===== src/rtl/painterengine_gpu_reader_arbiter.sv =====
// Four-way arbiter and job controller for the GPU DMA reader.
// Define PAINTERENGINE_GPU_READER_ARBITER_RR_EN for round-robin; default is fixed priority (0 highest).
module painterengine_gpu_reader_arbiter #(
  parameter int TIMEOUT_W = 20
) (
  input  logic             i_wire_clock,
  input  logic             i_wire_reset,
  input  logic [3:0]       i_wire_req,
  input  logic [3:0][31:0] i_wire_address,
  input  logic [3:0][31:0] i_wire_length,
  output logic [3:0]       o_wire_grant,
  output logic [3:0]       o_wire_done,
  output logic [3:0]       o_wire_error,
  output logic [2:0]       o_wire_error_type,
  output logic             o_wire_reader_resetn,
  output logic [3:0]       o_wire_reader_router,
  output logic [3:0][31:0] o_wire_reader_address,
  output logic [3:0][31:0] o_wire_reader_length,
  input  logic             i_wire_reader_done,
  input  logic             i_wire_reader_error,
  input  logic [2:0]       i_wire_reader_error_type
);

  typedef enum logic [1:0] {S_IDLE, S_GRANT, S_BUSY, S_FINISH} state_t;

  state_t               r_state;
  logic [3:0]           r_grant;
  logic [3:0]           r_done;
  logic [3:0]           r_error;
  logic [2:0]           r_error_type;
  logic                 r_resetn;
  logic [3:0][31:0]     r_addr;
  logic [3:0][31:0]     r_len;
  logic [TIMEOUT_W-1:0] r_wd;
  logic [TIMEOUT_W-1:0] w_wd_inc;
  logic [1:0]           w_win_idx;
  logic [3:0]           w_win;

`ifdef PAINTERENGINE_GPU_READER_ARBITER_RR_EN
  logic [1:0] r_ptr;
  logic       w_found;

  // Search starts at the pointer; 2-bit index arithmetic gives the 3->0 wrap.
  always_comb begin
    w_win_idx = r_ptr;
    w_found   = 1'b0;
    for (int i = 0; i < 4; i++) begin
      if (!w_found && i_wire_req[r_ptr + 2'(i)]) begin
        w_found   = 1'b1;
        w_win_idx = r_ptr + 2'(i);
      end
    end
  end
`else
  always_comb begin
    w_win_idx = 2'd0;
    for (int i = 3; i >= 0; i--) begin
      if (i_wire_req[i]) w_win_idx = 2'(i);
    end
  end
`endif

  assign w_win    = 4'b0001 << w_win_idx;
  assign w_wd_inc = r_wd + TIMEOUT_W'(1);

  always_ff @(posedge i_wire_clock) begin
    if (i_wire_reset) begin
      r_state      <= S_IDLE;
      r_grant      <= '0;
      r_done       <= '0;
      r_error      <= '0;
      r_error_type <= '0;
      r_resetn     <= 1'b0;
      r_addr       <= '0;
      r_len        <= '0;
      r_wd         <= '0;
`ifdef PAINTERENGINE_GPU_READER_ARBITER_RR_EN
      r_ptr        <= 2'd0;
`endif
    end else begin
      case (r_state)
        S_IDLE: begin
          r_resetn <= 1'b0;
          if (|i_wire_req) begin
            r_grant <= w_win;
            for (int s = 0; s < 4; s++) begin
              r_addr[s] <= w_win[s] ? i_wire_address[s] : 32'd0;
              r_len[s]  <= w_win[s] ? i_wire_length[s]  : 32'd0;
            end
            r_wd    <= '0;
`ifdef PAINTERENGINE_GPU_READER_ARBITER_RR_EN
            r_ptr   <= w_win_idx + 2'd1;
`endif
            r_state <= S_GRANT;
          end
        end
        S_GRANT: begin
          r_resetn <= 1'b1;
          r_state  <= S_BUSY;
        end
        S_BUSY: begin
          r_wd <= w_wd_inc;
          if (i_wire_reader_error) begin
            r_error_type <= i_wire_reader_error_type;
            r_error      <= r_grant;
            r_resetn     <= 1'b0;
            r_state      <= S_FINISH;
          end else if (i_wire_reader_done) begin
            r_done   <= r_grant;
            r_resetn <= 1'b0;
            r_state  <= S_FINISH;
          end else if (w_wd_inc[TIMEOUT_W-1]) begin
            // Abort on the cycle the MSB would set: BUSY lasts 2^(TIMEOUT_W-1) cycles.
            r_error_type <= 3'b110;
            r_error      <= r_grant;
            r_resetn     <= 1'b0;
            r_state      <= S_FINISH;
          end
        end
        S_FINISH: begin
          r_done   <= '0;
          r_error  <= '0;
          r_grant  <= '0;
          r_addr   <= '0;
          r_len    <= '0;
          r_resetn <= 1'b0;
          r_state  <= S_IDLE;
        end
        default: r_state <= S_IDLE;
      endcase
    end
  end

  assign o_wire_grant          = r_grant;
  assign o_wire_reader_router  = r_grant;
  assign o_wire_done           = r_done;
  assign o_wire_error          = r_error;
  assign o_wire_error_type     = r_error_type;
  assign o_wire_reader_resetn  = r_resetn;
  assign o_wire_reader_address = r_addr;
  assign o_wire_reader_length  = r_len;

endmodule


===== config.mk =====
export PLATFORM = sky130hd
export DESIGN_NAME = painterengine_gpu_reader_arbiter
export DESIGN_NICKNAME = d
export VERILOG_FILES = /design/src/rtl/painterengine_gpu_reader_arbiter.sv
export SDC_FILE = /design/constraint.sdc
export NUM_CORES = 1
export LEC_CHECK = 0
export BUFFER_PORTS_ARGS = -buffer_cell sky130_fd_sc_hd__clkbuf_2
export CORE_AREA = 2 2 209 211
export CTS_BUF_LIST = sky130_fd_sc_hd__clkbuf_8
export DETAILED_ROUTE_END_ITERATION = 8
export DIE_AREA = 0 0 211 213
export PLACE_DENSITY = 0.56
export SYNTH_ARGS = -nofsm -noshare
export SYNTH_HDL_FRONTEND = slang
export SYNTH_SLANG_ARGS = --single-unit
export TNS_END_PERCENT = 50

===== constraint.sdc =====
create_clock -name i_wire_clock -period 4.05 [get_ports i_wire_clock]
set_input_delay 1.215 -clock i_wire_clock [delete_from_list [all_inputs] [get_ports i_wire_clock]]
set_output_delay 1.215 -clock i_wire_clock [all_outputs]
set_load 0.02 [all_outputs]

# Word level (Yosys, flattened, before mapping)
# Cells that the tools add are included.
# classes
addsub	1
eq_ne	10
shifts	1
mux	39
reduce_logical	13
# ops
operator	count
128-bit one-hot mux with 2 select lines	2
128-bit two-way mux	2
32-bit two-way mux	8
20-bit one-hot mux with 2 select lines	1
4-bit two-way mux	6
4-bit one-hot mux with 2 select lines	3
20-bit by 1-bit adder with 20-bit output, second input constant	1
20-bit two-way mux	1
2-bit two-way mux	8
3-bit two-way mux	3
3-bit AND reduction	3
2-bit one-hot mux with 4 select lines	1
2-bit nonzero test	4
2-bit != test, second input constant	3
3-bit != test, second input constant	2
2-bit AND reduction	3
2-bit equality test, second input constant	2
4-bit != test, second input constant	1
4-bit OR reduction	1
1-bit by 2-bit << shifter with 4-bit output, first input constant	1
1-bit two-way mux	3
1-bit one-hot mux with 3 select lines	1
2-bit by 1-bit equality test with 1-bit output, second input constant	1
2-bit logical NOT	1
other kinds (2)	2
# totals
ff_bits	294
in_bits	267
out_inout_bits	276
elab_cells	79

# Depth between registers and ports, before layout
# Gate-level depths: netlist of the first run.
# depth
word_depth	8
ltp_mapped	10
ltp_nobuf	7

# Worst setup path after synthesis of the first run
# No wires, ideal clock.
# synth_timing
kind	input to register
from	in i_wire_req[2]
to	reg r_len (netlist bit o_wire_reader_length[64])
setup_time_ps	66
arrival_time_ps	2735
required_time_ps	3984
setup_slack_ps	1249
cell_stages	8
n_path_buf	3
cell_sequence	or4b_1 or2_1 buf_2 o21ai_4 buf_12 buf_12 a22oi_2 nor2_2
# synth_via
elab_chain_cells	7
word_cells_on_any_way	10
classes_between	1 x eq/ne; 1 x shift; 6 x mux; 2 x reduce/logical
# synth_lines
item	line	rtl
start, declared	8	input logic [3:0] i_wire_req,
2-bit two-way mux (3 in a row)	58	if (i_wire_req[i]) w_win_idx = 2'(i);
1-bit by 2-bit << shifter with 4-bit output	63	assign w_win = 4'b0001 << w_win_idx;
32-bit two-way mux	88	r_len[s] <= w_win[s] ? i_wire_length[s] : 32'd0;
128-bit two-way mux	84	if (|i_wire_req) begin
128-bit one-hot mux with 2 select lines	81	case (r_state)
end signal, assigned by index	88	
end, declared	33	logic [3:0][31:0] r_len;
# Parallel ways exist; a longest one is shown, timed or not. The select of a mux whose other input is x is not followed.
# A chain may end at the register's enable or synchronous reset.

# Final worst setup path of the first run
# layout_timing
from	in i_wire_req[2]
to	reg r_addr (netlist bit o_wire_reader_address[85])
# layout_via
elab_chain_cells	7
word_cells_on_any_way	10
classes_between	1 x eq/ne; 1 x shift; 6 x mux; 2 x reduce/logical
# layout_lines
item	line	rtl
2-bit two-way mux (3 in a row)	58	
1-bit by 2-bit << shifter with 4-bit output	63	
32-bit two-way mux	87	r_addr[s] <= w_win[s] ? i_wire_address[s] : 32'd0;
128-bit two-way mux	84	
128-bit one-hot mux with 2 select lines	81	
end signal, assigned by index	87	
end, declared	32	logic [3:0][31:0] r_addr;
# Parallel ways exist; a longest one is shown, timed or not. The select of a mux whose other input is x is not followed.

==> results.yml, run 1 <==
cells_and_area:
  num-nets-final: 1861
  n_antenna_cell: 0
  area_delta_synth_final_pct: 35.56
  drive_above_1_share_pct: 51.64
power_and_ir_drop:
  internal_power_mw: 5.308
  static_leakage_nw: 6.541
  power_mw: 8.354
  power_switching_mw: 3.046
  power_per_cell_area_mw_per_mm2: 550.7
  power.share.clock_pct: 29.8
  sequentialPowerShare_pct: 40.0
  share_comb_of_total_power_pct: 30.2
  ir_worst_vdd_mv: 0.2947
  switching_share_pct: 36.46
die:
  std_cell_rows: 76
  ios: 543
  die_area_mm2: 0.04494
  initial_utilization_pct: 26.21
  die_y_um: 213
  floorplan_core_area_mm2: 0.04270
  die_w_um: 211
sta:
  finalWorstPathRequiredPeriod_ns: 2.775
  worst_slew_margin_rel_pct: 46.89
  final-max-slew-violation-count: 0
  rsz_0062_raised_after_global_routing: "no"
  timing.final.hold_violations: 0
  fin_skew_ns: 0.01796
  max_clock_freq_ghz: 0.3604
  timing.final.crit_share_pct: 68.52
  setup-tns-final_ns: 0
  timing_worst_slew_pin_value_ns: 0.7958
  timing.final.setup_violations: 0
drt:
  finalWirelength_mm: 35.32
  drt_iter0_drc: 564
  drt_first_pass_iters: 5
  detailroute.via_count: 9964
  viasPerCell: 4.611
  ant_nets: 0
  drc: 0
  routed_wire_length_per_instance_um: 16.34
yosys:
  count_of_different_cell_masters_after_synthesis: 45
  number_of_synthesized_flops_with_an_enable_pin: 0
  avgSynthCellArea_um2: 10.49
  dominant_cell_type_by_area_after_synthesis: "dfxtp_1"
  yosys.area.top_type_share_pct: 52.60
  synth-async-reset-ratio_pct: 0
  syn_nets: 1340
  yosys.cell_count.top_type: "dfxtp_1"
  synthesis.instances: 1067
  post_synth_main_area_contributors: "dfxtp_1 (53%), a22oi_2 (11%), a22oi_1 (11%), nor2_1 (6.5%), nor2_2 (5.6%)"
  synth-main-ff-cell: "dfxtp_1"
  synth-seq-cells: 294
  mappedNetlistArea_mm2: 0.01119
  synth-seq-area-share_pct: 52.60
  synth-warning-count: 0
  ys_top_cells_by_count: "dfxtp_1 (294), nor2_1 (195), a22oi_1 (161)"
cts:
  cts_tree: "built"
  numClockSinks: 294
  worstSkewPairLatency_ns: 0.60
  cts_hold_buffers: 0
  clock-root-buffer: "clkbuf_8"
  postCtsSetupBuffers: 0
  cts_buffer_depth: 3
  post_cts_resized: 0
  tritoncts.num_buffers: 51
  clkTransAtPathRegs_ns: 0.06
  cts-htree-levels: 2
worst_hold_path:
  min_delay_worst_endpoint: "o_wire_error[2]"
  worst_min_delay_path_class: "flip-flop to flip-flop"
  timing.hold.worst.start: "o_wire_error[2]"
  hold_path_depth: 2
worst_setup_path:
  critical_path.startpoint_type: "primary input"
  regToRegStartpoint: "r_state[0]"
  endpoint_kind: "flip-flop"
  setup.reg_to_reg.worst_slack_ns: 1.30
  worst_ep_arrival_time_ns: 3.30
  critical_path_class: "primary input to flip-flop"
  timing.reg2reg.worst_path_depth: 9
  capture_instance_of_the_worst_register_to_register_path: "o_wire_reader_address[85]"
  critical_path.max_fanout: 31
  critPathRequiredTime_ns: 4.57
run:
  cap_viol_max_count: 0
grt:
  grt_pass1_vias: 9697
  antenna_found_initial: 0
  first_pass_grt_wire_length_mm: 52.51
  globalRouteTotalUtil_pct: 14.77
  grt_start_max_net_pins: 106
  grt_remaining_overflow: 0
placed_design:
  finalWeightedCongestion: 0.8007
  hpwl_mm: 25.42
  placement.io_buffers: 542
status:
  run_status: "complete, no violations"
layout by cell type (no fill, tap or decap), types with 11 or more instances in the layout:
| cell | count |
|---|---|
| nor2_1 | 195 |
| clkbuf_2 | 541 |
| clkbuf_8 | 60 |
| buf_4 | 11 |
| a22oi_2 | 100 |
| dfxtp_1 | 294 |
| a22oi_1 | 161 |
| nor2_2 | 100 |
| nand2_1 | 18 |
| xnor2_1 | 13 |
| inv_1 | 23 |
stage by stage:
step / hold WS, ns / cells / area (um^2) / util [%] / setup WS, ns
2_1_floorplan: 0.4775 / 1067 / 11190 / - / 1.249
3_3_place_gp: 0.4452 / 2081 / 14260 / 33.39 / 0.7561
3_5_place_dp: 0.4493 / 2081 / 14260 / 33.39 / 0.6683
4_1_cts: 0.4622 / 2161 / 15170 / 35.53 / 1.280
5_1_grt: 0.4784 / 2161 / 15170 / 35.53 / 1.103
6_report: 0.4579 / 2161 / 15170 / 35.53 / 1.275
cell type report:
cell class	count	area (um^2)
well taps	546	683.2
clock buffers	60	825.8
repair buffers	563	3005
multi-input cells	671	4656
clock inverters	20	86.33
fillers	4424	27530
flip-flops and latches	294	5886
inverters	7	26.28
state kept, by name, summed over array words and instances, names as in the netlist:
name and flops:
o_wire_reader_length 128, o_wire_reader_resetn 1, o_wire_grant 4, r_wd 20
o_wire_reader_address 128, o_wire_error 4, r_state 2, o_wire_error_type 3
o_wire_done 4
routing by layer:
layer	routed length [um]	global-route usage (%)	up-vias
li1	-	-	4802
met1	14310	17.49	4647
met2	16960	24.69	436
met3	2903	4.854	79
met4	1146	5.901	0
met5	0	0	-
kinds of logic (layout without fill, tap and decap cells):
family | Yosys count | count (layout) | synth area share (%)
buffers and inverters | 102 | 650 | 5.904
adders and majority gates | 6 | 6 | 0.6709
AOI/OAI and AO/OA | 280 | 280 | 23.28
xor gates and xnor gates | 17 | 17 | 1.331
DFF | 294 | 294 | 52.60
and+or+nand+nor | 360 | 360 | 15.50
muxes | 8 | 8 | 0.7157
worst max-delay path by stage:
stage                        startpoint                   endpoint  slack, ns  depth (start not counted)
after detailed placement  i_wire_req[2]  o_wire_reader_address[90]       0.67                          8
after global placement    i_wire_req[2]  o_wire_reader_address[70]       0.76                          8
after CTS                    r_state[0]  o_wire_reader_address[70]       1.28                          9
final                     i_wire_req[2]  o_wire_reader_address[85]       1.28                          8
after floorplan           i_wire_req[2]   o_wire_reader_length[64]       1.25                          8
after global routing         r_state[0]  o_wire_reader_address[90]       1.10                          9
worst max-delay path: stages:
cell and delay, ns:
clkbuf_2 0.10, or4b_1 0.57, or2_1 0.35, o21ai_4 0.24, buf_12 0.28, buf_4 0.24
a22oi_1 0.11, nor2_1 0.13
power groups by stage:
stage	Clock, mW	Sequential (mW)	Combinational (mW)
after detailed placement	0	3.40	2.57
after global routing	2.73	3.37	2.74
after global placement	0	3.39	2.54
after floorplan	0	3.69	1.67
after CTS	2.60	3.34	2.57
final	2.49	3.34	2.53
(Power assumes the default switching activity.)
==> inputs of run 2 (changes only) <==
Settings changed: CORE_AREA 2 2 209 211 to 2 2 214 216, DIE_AREA 0 0 211 213 to 0 0 216 218.
Clock period 4.05 ns to 2.5 ns, I/O delays scaled along.
==> run 2 against run 1 <==
  * First-iteration DRC count down 8.5%
  * Setup slack worse by 1.1 ns
  * Largest cell class unchanged
  * Final area up 3.9%
  * Non-clock buffer count up 48
  * Register-to-register slack worse by 1.1 ns
  * Wire length up 1.2%
  * Largest power group unchanged
  * Sequential power up 62%
  * Worst hold slack worse by 0.069 ns
  * Global-route usage down 0.45 points
  * Combinational power up 81%
  * Die area up 4.8%
  * Clock skew down 0.0021 ns
==> results.yml, run 2 (synthesis results as in run 1) <==
status:
  run_status: "complete, no violations"
sta:
  max_clock_freq_ghz: 0.4356
  timing.final.crit_share_pct: 91.82
  worst_slew_margin_rel_pct: 50.86
  timing.final.setup_violations: 0
  rsz_0062_raised_after_global_routing: "no"
  finalWorstPathRequiredPeriod_ns: 2.296
  fin_skew_ns: 0.01587
  timing.final.hold_violations: 0
  timing_worst_slew_pin_value_ns: 0.7269
  setup-tns-final_ns: 0
  final-max-slew-violation-count: 0
cells_and_area:
  final_util_pct: 35.11
  num-nets-final: 1910
  fin_area_mm2: 0.01576
  area_delta_synth_final_pct: 40.87
  ff_latch_area_mm2: 0.005886
  multi_input_area_mm2: 0.004656
  final_cell_mix: "clkbuf_2 (541), dfxtp_1 (294), nor2_1 (195)"
  layout.cells.non_filler: 2270
  drive_above_1_share_pct: 53.27
  layout.filler_cells: 4666
  final_common_cell: "clkbuf_2"
placed_design:
  finalWeightedCongestion: 0.8362
  hpwl_mm: 26.54
  placed_cells_incl_taps: 2183
  placement.io_buffers: 542
  post_dp_cell_area_mm2: 0.01473
die:
  die_y_um: 218
  ios: 543
  std_cell_rows: 78
  floorplan_core_area_mm2: 0.04489
  initial_utilization_pct: 24.92
  die_w_um: 216
  die_area_mm2: 0.04709
cts:
  clkTransAtPathRegs_ns: 0.07
  post_cts_resized: 0
  cts_hold_buffers: 0
  clock-root-buffer: "clkbuf_8"
  cts-htree-levels: 2
  numClockSinks: 294
  postCtsSetupBuffers: 0
  worstSkewPairLatency_ns: 0.59
  tritoncts.num_buffers: 52
  cts_buffer_depth: 3
  cts_tree: "built"
worst_hold_path:
  min_delay_worst_endpoint: "o_wire_reader_address[16]"
  worst_min_delay_path_class: "primary input to flip-flop"
  hold_path_depth: 3
  timing.hold.worst.start: "i_wire_address[16]"
drt:
  drc: 0
  routed_metal_1_wire_length_mm: 14.97
  detailroute.via_count: 10120
  routed_wire_length_per_instance_um: 15.74
  viasPerCell: 4.457
  drt_iter0_drc: 516
  drt_first_pass_iters: 5
  topRoutingLayerUsed: "met4"
  ant_nets: 0
  wl_met2_mm: 17.30
  finalWirelength_mm: 35.73
  met3_wirelength_mm: 2.651
worst_setup_path:
  regToRegStartpoint: "r_state[0]"
  critical_path_class: "flip-flop to flip-flop"
  critical_path.max_fanout: 23
  critPathRequiredTime_ns: 3.02
  worst_ep_arrival_time_ns: 2.82
  worst_setup_path_startpoint: "r_state[0]"
  timing.reg2reg.worst_path_depth: 9
  setup.reg_to_reg.worst_slack_ns: 0.20
  capture_instance_of_the_worst_register_to_register_path: "o_wire_reader_length[79]"
  endpoint_kind: "flip-flop"
  critical_path.startpoint_type: "flip-flop"
power_and_ir_drop:
  ir_worst_vdd_mv: 0.5487
  power_per_cell_area_mw_per_mm2: 913.5
  static_leakage_nw: 6.850
  power_mw: 14.40
grt:
  grt_start_max_net_pins: 66
  globalRouteTotalUtil_pct: 14.32
  first_pass_grt_wire_length_mm: 54.04
  grt_pass1_vias: 9820
  antenna_found_initial: 0
  grt_remaining_overflow: 0
run:
  cap_viol_max_count: 0
-- run 2: per-stage QoR --
| stage | hold WS, ns | setup WS, ns |
|---|---|---|
| after floorplan | 0.4775 | 0.1645 |
| after global placement | 0.4443 | 0.01381 |
| after detailed placement | 0.4528 | -0.01554 |
| after CTS | 0.3173 | 0.2037 |
| after global routing | 0.3352 | 0.08065 |
| final | 0.3892 | 0.2045 |
-- run 2: where the power goes --
part           internal (mW)  switching [mW]
Clock                   2.47            1.95
Combinational           1.70            2.87
Sequential              5.13           0.287
-- run 2: how the worst max path moves through the flow --
stage	end	slack, ns
2_1_floorplan	o_wire_reader_length[64]	0.16
6_report	o_wire_reader_length[79]	0.20
4_1_cts	o_wire_reader_length[114]	0.20
3_5_place_dp	o_wire_reader_address[23]	-0.02
5_1_grt	o_wire_reader_length[13]	0.08
3_3_place_gp	o_wire_reader_address[23]	0.01
-- run 2: critical path, cell delays in order (launching register included) --
cell and delay (ns):
dfxtp_1 0.32, inv_1 0.12, ha_1 0.24, or4b_1 0.49
or2_1 0.28, o21ai_4 0.11, buf_12 0.22, buf_4 0.22
a22oi_2 0.10, nor2_2 0.09
-- run 2: routing by layer --
layer	GRT usage [%]	vias to the layer above
li1	-	4903
met4	4.680	0
met5	0	-
met3	4.170	60
met1	17.44	4745
met2	24.23	409
-- run 2: layout make-up --
cell class                 instances  share of cell area [%]
inverter                           7                  0.1667
multi-input combinational        671                   29.54
sequential                       294                   37.34
tap                              600                   4.763
clock buffer                      67                   5.850
timing repair buffer             611                   21.67
antenna                            1                 0.01588
clock inverter                    19                  0.6588
